[src/rtl/led_frame_scheduler.sv]
// led_frame_scheduler: double-buffered 8x8 LED frame controller with round-robin row writers and boundary-aligned swap
module led_frame_scheduler #(
  parameter int FRAME_PERIOD = 2048,
  parameter int CNT_W = 11
) (
  input  logic        aclk,
  input  logic        aresetn,
  input  logic        i_req0_valid,
  output logic        o_req0_ready,
  input  logic [2:0]  i_req0_row,
  input  logic [7:0]  i_req0_data,
  input  logic        i_req0_commit,
  input  logic        i_req1_valid,
  output logic        o_req1_ready,
  input  logic [2:0]  i_req1_row,
  input  logic [7:0]  i_req1_data,
  input  logic        i_req1_commit,
  input  logic        i_blank,
  output logic [63:0] o_led_data,
  output logic        o_frame_tick,
  output logic        o_swap_pending
);
  logic [CNT_W-1:0] frame_cnt;
  logic [63:0] back, front;
  logic last_grant, boundary, grant0, grant1, xfer, wr_commit;
  logic [2:0] wr_row;
  logic [7:0] wr_data;
  always_comb begin
    boundary = frame_cnt == CNT_W'(FRAME_PERIOD - 1);
    grant0 = aresetn && !o_swap_pending && i_req0_valid && (!i_req1_valid || last_grant);
    grant1 = aresetn && !o_swap_pending && i_req1_valid && (!i_req0_valid || !last_grant);
    xfer = grant0 || grant1;
    wr_row = grant1 ? i_req1_row : i_req0_row;
    wr_data = grant1 ? i_req1_data : i_req0_data;
    wr_commit = grant1 ? i_req1_commit : i_req0_commit;
  end
  assign o_req0_ready = grant0;
  assign o_req1_ready = grant1;
  always_ff @(posedge aclk or negedge aresetn)
    if (!aresetn) begin
      frame_cnt <= '0;
      back <= '0;
      front <= '0;
      o_led_data <= '0;
      o_frame_tick <= 1'b0;
      o_swap_pending <= 1'b0;
      last_grant <= 1'b1;
    end else begin
      frame_cnt <= boundary ? '0 : frame_cnt + 1'b1;
      o_frame_tick <= boundary;
      if (xfer) begin
        back[{wr_row, 3'b000} +: 8] <= wr_data;
        last_grant <= grant1;
      end
      // a commit can only land while nothing is pending, so it never collides with the swap
      if (boundary && o_swap_pending) begin
        front <= back;
        o_swap_pending <= 1'b0;
      end else if (xfer && wr_commit)
        o_swap_pending <= 1'b1;
      o_led_data <= i_blank ? '0 : front;
    end
endmodule

[config.mk]
export PLATFORM = sky130hd
export DESIGN_NAME = led_frame_scheduler
export DESIGN_NICKNAME = d
export VERILOG_FILES = /design/src/rtl/led_frame_scheduler.sv
export SDC_FILE = /design/constraint.sdc
export NUM_CORES = 1
export LEC_CHECK = 0
export BUFFER_PORTS_ARGS = -buffer_cell sky130_fd_sc_hd__buf_4
export CAP_MARGIN = 20
export CORE_MARGIN = 4
export CORE_UTILIZATION = 62
export DETAILED_ROUTE_END_ITERATION = 8
export PLACE_DENSITY = 0.87
export SETUP_SLACK_MARGIN = 0.15
export SLEW_MARGIN = 10
export SYNTH_ARGS = -nofsm -noshare
export SYNTH_HDL_FRONTEND = slang
export SYNTH_SLANG_ARGS = --single-unit
export TNS_END_PERCENT = 50
[constraint.sdc]
create_clock -name aclk -period 7.85 [get_ports aclk]
set_input_delay 0.785 -clock aclk [delete_from_list [all_inputs] [get_ports aclk]]
set_output_delay 0.785 -clock aclk [all_outputs]
set_load 0.005 [all_outputs]
Yosys cells after proc, flatten, opt, wreduce, memory -nomap -nowiden
Cells that the tools add are included.
{"block": "totals", "mem_bits_rw": 0, "romBits": 0, "memories": 0, "output_inout_bits": 68, "elab_cells": 35, "reg_bits": 206, "latchBits": 0}
{"block": "classes", "muxes": 8, "n_addsub": 2, "multipliers": 0, "eq_ne": 1, "n_lt_le_gt_ge": 0, "bitwise_logic": 0, "n_reduce_logical": 15, "n_div": 0, "shift": 2}
{"operator": "64-bit bitwise mux", "n": 1}
{"operator": "64-bit 2-to-1 mux", "n": 1}
{"operator": "8-bit by 8-bit variable shift with 64-bit output, first input constant", "n": 1}
{"operator": "8-bit by 8-bit indexed part select with 64-bit output", "n": 1}
{"operator": "11-bit by 1-bit adder with 11-bit output, second input constant", "n": 1}
{"operator": "11-bit == test, second input constant", "n": 1}
{"operator": "11-bit 2-to-1 mux", "n": 1}
{"operator": "8-bit 2-to-1 mux", "n": 1}
{"operator": "6-bit negation with 8-bit output", "n": 1}
{"operator": "1-bit logical AND", "n": 7}
{"operator": "1-bit zero test", "n": 4}
{"operator": "1-bit logical OR", "n": 3}
{"operator": "1-bit 2-to-1 mux", "n": 3}
{"operator": "3-bit 2-to-1 mux", "n": 1}
{"operator": "2-bit nonzero test", "n": 1}

Longest topological paths before layout
{"block": "logic_depth", "depth_word": 8, "depth_mapped": 15, "ltp_nobuf": 11}

Least setup slack after synthesis
OpenSTA, ideal clock, no wires.
{"block": "synth_path", "path_kind": "input-to-reg", "startpoint": "input i_req1_valid", "endpoint": "register back[30]", "cell_stages": 14, "arrival_ps": 3197, "setup_slack_ps": 4558, "required_time_ps": 7754, "cell_sequence": "and3b_1 buf_2 nand2_2 inv_2 buf_6 mux2i_1 ha_1 ha_1 nand2b_1 buf_1 nor4_2 o2111ai_2 buf_2 o31ai_1"}
{"block": "synth_via", "elab_chain_len": 6}
{"element": "start: declaration", "line_no": "13", "source": "input logic i_req1_valid,"}
{"element": "1-bit logical AND (*) (2 in a row)", "line_no": "31", "source": "grant1 = aresetn && !o_swap_pending && i_req1_valid && (!i_req0_valid || !last_grant);"}
{"element": "named net o_req1_ready", "line_no": "14", "source": "output logic o_req1_ready,"}
{"element": "3-bit 2-to-1 mux", "line_no": "33", "source": "wr_row = grant1 ? i_req1_row : i_req0_row;"}
{"element": "6-bit negation with 8-bit output", "line_no": "52", "source": "back[{wr_row, 3'b000} +: 8] <= wr_data;"}
{"element": "8-bit by 8-bit indexed part select with 64-bit output / 8-bit by 8-bit variable shift with 64-bit output (equally long branches)", "line_no": "52"}
{"element": "64-bit bitwise mux", "line_no": "52"}
{"element": "end signal: indexed assignment", "line_no": "52"}
{"element": "end: declaration", "line_no": "24", "source": "logic [63:0] back, front;"}
Mark *: on every way through the listed nets, which the timed path passes. The rest lies on a longest branch.
A chain may end at the register's enable or synchronous reset.

Worst setup path after layout
{"block": "layout_path", "startpoint": "input aresetn", "endpoint": "register back[25]"}
{"block": "layout_via", "elab_chain_len": 7}
{"element": "start: declaration", "line_no": "7", "source": "input logic aresetn,"}
{"element": "1-bit logical AND (*)", "line_no": "30, 31"}
{"element": "1-bit logical AND (2 in a row)", "line_no": "31"}
{"element": "3-bit 2-to-1 mux", "line_no": "33"}
{"element": "6-bit negation with 8-bit output", "line_no": "52"}
{"element": "8-bit by 8-bit indexed part select with 64-bit output / 8-bit by 8-bit variable shift with 64-bit output (equally long branches)", "line_no": "52"}
{"element": "64-bit bitwise mux", "line_no": "52"}
Mark *: on every way between the ends. The rest lies on a longest branch, timed or not.

==> impl_metrics.py <==
metrics = {
    "sta": {
        "final_count_of_hold_timing_violations": 0,
        "finalClockSkew_ps": 11.58,
        "period_needed_ps": 4293,
        "achievable-frequency_ghz": 0.2329,
        "final_min_period_over_clock_period": 0.5469,
        "setup_repair_after_global_routing_missed_its_margin": "false",
        "worstMarginPinSlew_ps": 906.9,
        "setup_tns_ps": 0,
        "slew_viol_final": 0,
        "worst_slew_margin_rel": 0.3954,
        "finalSetupViolCount": 0,
    },
    "finish": {
        "finish.net_count": 719,
        "insertedDiodeCount": 0,
        "postLayoutCoreUtil": 0.7703,
        "drive_above_1_share": 0.3071,
        "area_growth_syn_to_layout_pct": 19.77,
    },
    "worst_setup_path": {
        "crit_path_required_time_ps": 8200,
        "reg2reg_launch_point": "o_swap_pending",
        "cp_common_cell": "ha_1",
        "worstSetupEndpointType": "register",
        "worst_path_max_delay_cell": "ha_1",
        "timing.critical_path.slowest_cell_delay_ps": 540,
        "timing.reg2reg.worst_path_depth": 10,
        "r2r_setup_slack_ps": 3910,
        "critPathBufInv": 2,
        "crit_path_max_fanout": 75,
        "critical_path_class": "in2reg",
        "worstReg2RegEnd": "back[25]",
        "cp_top_family": "simple AND/OR/NAND/NOR gates",
        "setup.worst_path.start_class": "input port",
        "crit_arrival_ps": 4640,
        "crit_path_cell_trace": "clkbuf_8, and3b_1, nand2_2, inv_2, mux2i_1, ha_1, ha_1, nand2b_1, nor4_2, o2111ai_2, o41ai_1",
    },
    "global_routing": {
        "grt_pass1_wl_um": 26790,
        "grt_start_max_net_pins": 76,
        "grt.total_usage": 0.2322,
        "global_route.overflow_total": 0,
        "number_of_antenna_violations_at_the_first_check_in_global_routing": 0,
        "grt_pass1_vias": 5219,
    },
    "logic_synthesis": {
        "most_frequently_used_cell_type_in_the_post_synthesis_netlist": "dfrtp_1",
        "synth.top_cell.area_share": 0.6532,
        "mappedNetlistNets": 620,
        "ys_dominant_reg_cell": "dfrtp_1",
        "synth-edff-count": 0,
        "synth_common_cells": "205 x dfrtp_1, 66 x nor2b_1, 60 x mux2_2, 47 x nand2_1, 28 x nor2_1",
        "synth_area_per_cell_um2": 13.36,
        "yosys_register_bits": 206,
        "ys_warn_count": 0,
        "post_synth_inst_count": 588,
        "syn_area_mm2": 0.007854,
        "postSynth.asyncResetShare": 1.000,
        "yosys-top-cells-area": "dfrtp_1 65%, mux2_2 8.6%, nor2b_1 5.3%",
        "synth_top_area_cell": "dfrtp_1",
        "ys_seq_area_frac": 0.6565,
        "post_synth_num_cell_types": 49,
    },
    "cts": {
        "clkTransAtPathRegs_ps": 60,
        "cts.htree.levels": 1,
        "cts.path.max_buffers": 3,
        "tritoncts": "yes",
        "worstSkewPairLatency_ps": 480,
        "cts_repair_resize_count": 0,
        "ctsRootBufferMaster": "clkbuf_16",
        "cts.sinks": 206,
        "cts-buffers-inserted": 20,
        "post_cts_hold_buffer_count": 0,
        "post_cts_buffers": 0,
    },
    "placed_design": {
        "place_congestion": 0.8870,
        "io_buffers": 96,
        "hpwl_dp_um": 10020,
    },
    "die": {
        "floorplan.die.width_um": 120.6,
        "pin_count": 97,
        "floorplan.die_area_mm2": 0.01453,
        "core_area_mm2": 0.01221,
        "initial_core_util": 0.6431,
        "vert_die_dim_um": 120.6,
        "placementRows": 40,
    },
    "route": {
        "route.detailed.wl_per_inst_um": 18.57,
        "routed_via_density": 5.628,
        "wl_um": 16120,
        "drc": 0,
        "initialDrtViolationCount": 347,
        "postRouteAntennaNets": 0,
        "firstDrtPassIters": 4,
        "routed-via-count": 4885,
    },
    "pwr": {
        "power.leakage_nw": 4.834,
        "p_per_area_mw_per_mm2": 230.9,
        "peak_ir_drop_on_the_vdd_network_v": 0.0001628,
    },
    "status": {
        "status": "finished clean",
    },
    "job": {
        "drv_cap": 0,
    },
    "min_path": {
        "hold_path.class": "in2async",
    },
}
cell families (layout without fill, tap and decap cells):
| logic type | Yosys count | count (layout) | share of synthesized area |
|---|---|---|---|
| flip-flops | 206 | 206 | 0.6565 |
| AND/OR/NAND/NOR | 173 | 173 | 0.1187 |
| multiplexers | 83 | 83 | 0.1169 |
| AO/OA/AOI/OAI | 74 | 74 | 0.06532 |
| buffers and inverters | 40 | 152 | 0.02772 |
| XOR/XNOR | 9 | 9 | 0.01004 |
| adder cells (fa/ha/maj) | 3 | 3 | 0.004780 |
cell usage in the layout, fill, tap and decap left out, types with 3 or more instances in the layout:
| cell type | n |
|---|---|
| mux2_2 | 60 |
| mux2i_1 | 17 |
| mux2_1 | 4 |
| and3_1 | 4 |
| bufinv_16 | 3 |
| o21ai_0 | 4 |
| clkbuf_8 | 7 |
| and2_1 | 3 |
| o21ai_1 | 9 |
| clkbuf_16 | 21 |
| ha_1 | 3 |
| nand3_1 | 6 |
| nand2b_1 | 3 |
| dfrtp_1 | 205 |
| o41ai_1 | 4 |
| nor2b_1 | 66 |
| nor2_1 | 28 |
| inv_1 | 13 |
| xnor2_1 | 3 |
| xor2_1 | 6 |
| buf_4 | 102 |
| o31ai_1 | 27 |
| a31oi_1 | 4 |
| nand2_1 | 47 |
| a21oi_1 | 17 |
stage by stage:
| step | hold WS [ps] | cell area, µm² | cells | total power [mW] | worst slack [ps] |
|---|---|---|---|---|---|
| final | 310.9 | 9407 | 868 | 2.172 | 3557 |
| after global routing | 348.9 | 9407 | 868 | 2.238 | 3143 |
| after CTS | 319.2 | 9380 | 865 | 2.185 | 3642 |
| after detailed placement | 449.8 | 8656 | 830 | 1.162 | 3179 |
| after global placement | 446.3 | 8648 | 829 | 1.159 | 3436 |
| after floorplan | 433.6 | 7854 | 588 | 1.116 | 4558 |
power by group:
part | leakage [nW] | switching [mW] | internal (mW) | total (mW)
logic | 1.67 | 0.0539 | 0.0192 | 0.0731
registers | 2.81 | 0.00338 | 1.07 | 1.07
clock network | 0.359 | 0.385 | 0.643 | 1.03
total | 4.83 | 0.443 | 1.73 | 2.17
per-layer routing:
| metal | wire length [µm] | track usage | share of wire | vias up |
|---|---|---|---|---|
| met3 | 992 | 0.03835 | 0.062 | 34 |
| met5 | 0 | 0 | 0 | - |
| li1 | - | - | - | 2190 |
| met4 | 392 | 0.07861 | 0.024 | 0 |
| met2 | 8014 | 0.3933 | 0.50 | 178 |
| met1 | 6715 | 0.3088 | 0.42 | 2483 |
final cells by class:
| cell class | instances | area [µm²] |
|---|---|---|
| well taps | 168 | 210.2 |
| inverters | 14 | 52.55 |
| fillers | 760 | 2805 |
| clock inverters | 6 | 108.9 |
| repair buffers | 103 | 779.5 |
| flip-flops and latches | 206 | 5156 |
| multi-input cells | 342 | 2484 |
| clock buffers | 29 | 615.6 |
flip-flops by register name, indices dropped and copies added (netlist names):
name            count
o_led_data         64
last_grant          1
o_frame_tick        1
front              64
frame_cnt          11
back               64
o_swap_pending      1
worst max path at each step:
stage / from / endpoint / slack, ps / cells after the start
finish: aresetn / back[25] / 3560 / 11
global route: aresetn / back[24] / 3140 / 11
CTS: aresetn / back[25] / 3640 / 11
detailed placement: aresetn / back[25] / 3180 / 11
global placement: aresetn / back[24] / 3440 / 11
floorplan: i_req1_valid / back[30] / 4560 / 14
(Power assumes the default switching activity.)
